<file path="config.mk">
export PLATFORM = sky130hd
export DESIGN_NAME = sum_sender
export DESIGN_NICKNAME = d
export VERILOG_FILES = /design/src/rtl/sum_sender_pkg.sv /design/src/rtl/sum_sender.sv
export SDC_FILE = /design/constraint.sdc
export NUM_CORES = 1
export LEC_CHECK = 0
export CAP_MARGIN = 5
export CORE_UTILIZATION = 56
export DETAILED_ROUTE_END_ITERATION = 12
export PLACE_DENSITY = 0.88
export SYNTH_ARGS = -nofsm -noshare
export SYNTH_HDL_FRONTEND = slang
export SYNTH_SLANG_ARGS = --single-unit
export TNS_END_PERCENT = 100
</file>
<file path="constraint.sdc">
create_clock -name clk -period 4.5 [get_ports clk]
set_input_delay 1.125 -clock clk [delete_from_list [all_inputs] [get_ports clk]]
set_output_delay 1.125 -clock clk [all_outputs]
set_load 0.01 [all_outputs]
</file>
<file path="src/rtl/sum_sender_pkg.sv">
// Shared types and constants for the sum frame sender.
package sum_sender_pkg;

  localparam int          SUM_W          = 40;
  localparam int          BYTES_PER_SUM  = 5;
  localparam logic [7:0]  HEADER_DEFAULT = 8'hA5;

  typedef enum logic [2:0] {
    IDLE,
    HDR,
    FETCH,
    LATCH,
    SEND,
    GAP,
    CSUM,
    DONE
  } state_t;

endpackage

</file>
<file path="src/rtl/sum_sender.sv">
// Streams a frame of HEADER, N_SAMPLES 40-bit sums (MSB first) and an 8-bit
// payload checksum from an external sum RAM to a byte-wide UART transmitter.
module sum_sender
  import sum_sender_pkg::*;
#(
  parameter int         N_SAMPLES = 768,
  parameter logic [7:0] HEADER    = HEADER_DEFAULT
) (
  input  logic             clk,
  input  logic             reset,
  input  logic             start,
  output logic             busy,
  output logic             done,
  output logic [9:0]       rd_addr,
  output logic             rd_en,
  input  logic [SUM_W-1:0] rd_data,
  output logic [7:0]       tx_data,
  output logic             tx_en,
  input  logic             tx_rdy
);

  localparam logic [9:0] LAST_ADDR = 10'(N_SAMPLES - 1);
  localparam logic [2:0] LAST_BYTE = 3'(BYTES_PER_SUM - 1);

  state_t           state_q, state_d;
  logic [SUM_W-1:0] sum_q;
  logic [2:0]       byte_idx_q;
  logic [9:0]       addr_q;
  logic [7:0]       csum_q;
  logic             in_payload_q;
  logic [7:0]       cur_byte;
  logic [7:0]       tx_byte;
  logic             tx_fire;

  always_comb begin
    case (byte_idx_q)
      3'd0:    cur_byte = sum_q[39:32];
      3'd1:    cur_byte = sum_q[31:24];
      3'd2:    cur_byte = sum_q[23:16];
      3'd3:    cur_byte = sum_q[15:8];
      default: cur_byte = sum_q[7:0];
    endcase
  end

  always_comb begin
    state_d = state_q;
    tx_byte = 8'h00;
    tx_fire = 1'b0;
    case (state_q)
      IDLE:  if (start) state_d = HDR;
      HDR: begin
        tx_byte = HEADER;
        if (tx_rdy) begin
          tx_fire = 1'b1;
          state_d = GAP;
        end
      end
      FETCH: state_d = LATCH;
      LATCH: state_d = SEND;
      SEND: begin
        tx_byte = cur_byte;
        if (tx_rdy) begin
          tx_fire = 1'b1;
          state_d = GAP;
        end
      end
      // GAP never looks at tx_rdy; it only decides what comes next.
      GAP: begin
        if (!in_payload_q)               state_d = FETCH;
        else if (byte_idx_q < LAST_BYTE) state_d = SEND;
        else if (addr_q == LAST_ADDR)    state_d = CSUM;
        else                             state_d = FETCH;
      end
      CSUM: begin
        tx_byte = csum_q;
        if (tx_rdy) begin
          tx_fire = 1'b1;
          state_d = DONE;
        end
      end
      DONE:    state_d = IDLE;
      default: state_d = IDLE;
    endcase
  end

  always_ff @(posedge clk) begin
    if (reset) begin
      state_q      <= IDLE;
      sum_q        <= '0;
      byte_idx_q   <= '0;
      addr_q       <= '0;
      csum_q       <= '0;
      in_payload_q <= 1'b0;
    end else begin
      state_q <= state_d;
      case (state_q)
        IDLE: begin
          byte_idx_q   <= '0;
          addr_q       <= '0;
          csum_q       <= '0;
          in_payload_q <= 1'b0;
        end
        // The sum register is loaded only here, after all bytes of the
        // previous sample have left through SEND.
        LATCH: begin
          sum_q      <= rd_data;
          byte_idx_q <= '0;
        end
        SEND: if (tx_fire) csum_q <= csum_q + cur_byte;
        GAP: begin
          if (!in_payload_q)               in_payload_q <= 1'b1;
          else if (byte_idx_q < LAST_BYTE) byte_idx_q   <= byte_idx_q + 3'd1;
          else if (addr_q != LAST_ADDR)    addr_q       <= addr_q + 10'd1;
        end
        default: ;
      endcase
    end
  end

  assign busy    = (state_q != IDLE);
  assign done    = (state_q == DONE);
  assign rd_en   = (state_q == FETCH);
  assign rd_addr = addr_q;
  assign tx_en   = tx_fire;
  assign tx_data = tx_byte;

endmodule

</file>
==> results.toml, run 1 <==
[sta]
finalSetupTns_ns = 0
finalCriticalPeriod_ns = 3.86
period_share_pct = 85.7
setup_violations = 0
tightest_slew_ns = 0.776
fmax_mhz = 259
fin_skew_ns = 0.00547
rsz0062_at_grt = "no"
max_slew_margin_pct = 48.2
finalHoldViolations = 0
final-max-slew-violation-count = 0

[floorplanning]
rows = 27
die_h_um = 79.1
ios = 66
core_area_mm2 = 0.00561
start_util_pct = 59.4
dieArea_mm2 = 0.00626
die_x_um = 79.1

[worst_setup_path]
cpPeakStageDelay_ns = 0.49
cp_cell_sequence = "inv_1 > ha_1 > a222oi_1 > o21ai_0 > mux2_2 > mux2i_1 > o21ai_0 > clkdlybuf4s50_1"
end_kind = "output port"
path_max_fanout = 9
criticalPathCategory = "flip-flop to output port"
rr_startpoint = "byte_idx_q[0]$_SDFFE_PP0P_"
crit_slowest_cell = "clkdlybuf4s50_1"
crit_path_start = "byte_idx_q[0]$_SDFFE_PP0P_"
cp.required_ns = 3.38
crit_top_cell = "o21ai_0"
start_kind = "flip-flop"
arrival_ns = 2.73

[cts]
clock_latency_ns = 0.34
cts_buffers = 9
clockRootBuffer = "clkbuf_8"
cts_tree = "built"
clk_path_buf_depth = 2
cts_max_level = 3
clkTransAtPathRegs_ns = 0.07
cts_resized = 0
clkSinkCount = 65
holdBufCountCts = 0
cts_setup_buffers = 0

[worst_hold_path]
hold_path_startpoint = "sum_q[10]$_SDFFE_PP0P_"
min_path_type = "flip-flop to flip-flop"

[detailed_routing]
via_count = 3158
drc_errors = 0
avgViaCountPerCell = 5.79
finalWirelength_mm = 7.99
wire_per_inst_um = 14.7
final_antenna_net_count = 0
drt_iter0_drc = 308
first_pass_iters = 7

[layout]
finish.utilization_pct = 74.4
syn2layout_area_growth_pct = 25.3
fin_cells = 545
most-common-layout-cells = "99 x nand2_1, 65 x dfxtp_1, 64 x clkdlybuf4s50_1, 53 x a21oi_1, 27 x nor2_1"
diodes = 0
drive_gt1_share_pct = 8.03
layout_commonest_cell = "nand2_1"
final_nets = 526

[grt]
grt_pass1_vias = 2931
grt.total_usage_pct = 27.3
grt_pass1_wl_mm = 13.2
grt-ovfl-total = 0
grt_max_degree = 61
antenna_found_initial = 0

[yosys]
syn-cell-area_mm2 = 0.00333
synth-main-ff-cell = "dfxtp_1"
synth.avg_cell_area_um2 = 8.01
yosys_warnings = 0
synth_fp_nets = 474
syn_inst = 416
ys_ff_latch = 65
ys_async_sr_fraction_pct = 0
synth.distinct_cells = 50
synth_edf_count = 0
synth_seq_area_share_pct = 39.1

[pwr]
power.static_leakage_nw = 1.45
p_switching_uw = 294
ir_drop_v = 0.000217
switching_share_pct = 24.7
p_per_area_mw_per_mm2 = 285
p_seq_share_pct = 49.5
power_frac_comb_pct = 9.0
p_int_uw = 896
power_frac_clock_pct = 41.5

[placement]
dp.cells = 529
io_buffers = 65
dp_hpwl_mm = 5.54
gp_congestion = 0.830

[outcome]
status = "complete, no violations"

[run]
max_cap_viol_count = 0
per-stage QoR:
step | hold WS [ns] | total power, mW | cell area (µm²) | worst slack, ns
after floorplan | 0.434 | 0.646 | 3330 | 1.36
after global placement | 0.440 | 0.706 | 3980 | 0.961
after detailed placement | 0.444 | 0.707 | 3980 | 0.913
after CTS | 0.455 | 1.19 | 4170 | 0.649
after global routing | 0.471 | 1.23 | 4170 | 0.403
final | 0.458 | 1.19 | 4170 | 0.643
logic make-up (layout without fill, tap and decap cells):
family                     Yosys count  after routing  share of synthesized area, %
and+or+nand+nor                    167            167                          22.2
DFF                                 65             65                          39.1
muxes                               18             18                          5.75
xor gates and xnor gates            10             10                          2.63
AOI/OAI and AO/OA                  105            105                          20.3
adders and majority gates           14             14                          5.48
buffers and inverters               37             94                          4.55
registers in the layout, summed over array words and instances (netlist names):
name          flops
sum_q            40
state_q           3
csum_q            8
byte_idx_q        3
in_payload_q      1
rd_addr          10
layout make-up:
| cell class | instances | area (µm²) |
|---|---|---|
| inverters | 9 | 33.8 |
| fillers | 421 | 1430 |
| repair buffers | 69 | 676 |
| well taps | 72 | 90.1 |
| flip-flops and latches | 65 | 1300 |
| clock buffers | 10 | 128 |
| clock inverters | 6 | 67.6 |
| multi-input cells | 314 | 1880 |
per-layer routing:
| layer | global-route usage [%] | wire length (µm) |
|---|---|---|
| met1 | 34.2 | 3450 |
| met2 | 45.2 | 3930 |
| met3 | 5.75 | 480 |
| met4 | 11.3 | 126 |
| met5 | 0 | 0 |
final timing paths:
kind | endpoint | slack [ns] | depth (start not counted)
setup / recovery | tx_data[7] | 0.64 | 8
hold / removal | sum_q[10]$_SDFFE_PP0P_ | 0.46 | 2
setup reg to reg | csum_q[6]$_SDFFE_PP0P_ | 1.39 | 13
hold reg to reg | sum_q[10]$_SDFFE_PP0P_ | 0.46 | 2
power groups by stage:
stage	combinational, mW	sequential (mW)	clock (mW)
final	0.107	0.589	0.494
after global routing	0.116	0.590	0.526
after CTS	0.106	0.589	0.499
after detailed placement	0.106	0.602	0
after global placement	0.104	0.602	0
after floorplan	0.0507	0.596	0
critical path: cells and delay by family, from the launching register on:
kind                       cells  cell delay, ns
AOI/OAI and AO/OA              3            0.63
buffers and inverters          2            0.58
muxes                          2            0.45
DFF                            1            0.41
adders and majority gates      1            0.32
synthesized netlist by cell type, types with 9 or more instances:
master    instances  area [µm²]
ha_1             13         163
nand2_1          99         372
inv_1             9        33.8
clkbuf_1         20        75.1
xnor2_1           9        78.8
o21ai_0          18        90.1
dfxtp_1          65        1300
a21oi_1          53         265
mux2i_1           9        90.1
mux2_2            9         101
nand3_1           9        45.0
nor2_1           27         101
Note: power is estimated with default switching activity, not from simulation.
==> run 2, diff against run 1 <==
--- a/config.mk
+++ b/config.mk
@@ -7,6 +7,7 @@
 export LEC_CHECK = 0
 export CAP_MARGIN = 5
 export CORE_UTILIZATION = 56
+export CTS_CLUSTER_DIAMETER = 60
 export DETAILED_ROUTE_END_ITERATION = 12
 export PLACE_DENSITY = 0.88
 export SYNTH_ARGS = -nofsm -noshare
==> results of run 2 <==
Final layout, timing and power as in run 1 (identical DEF).
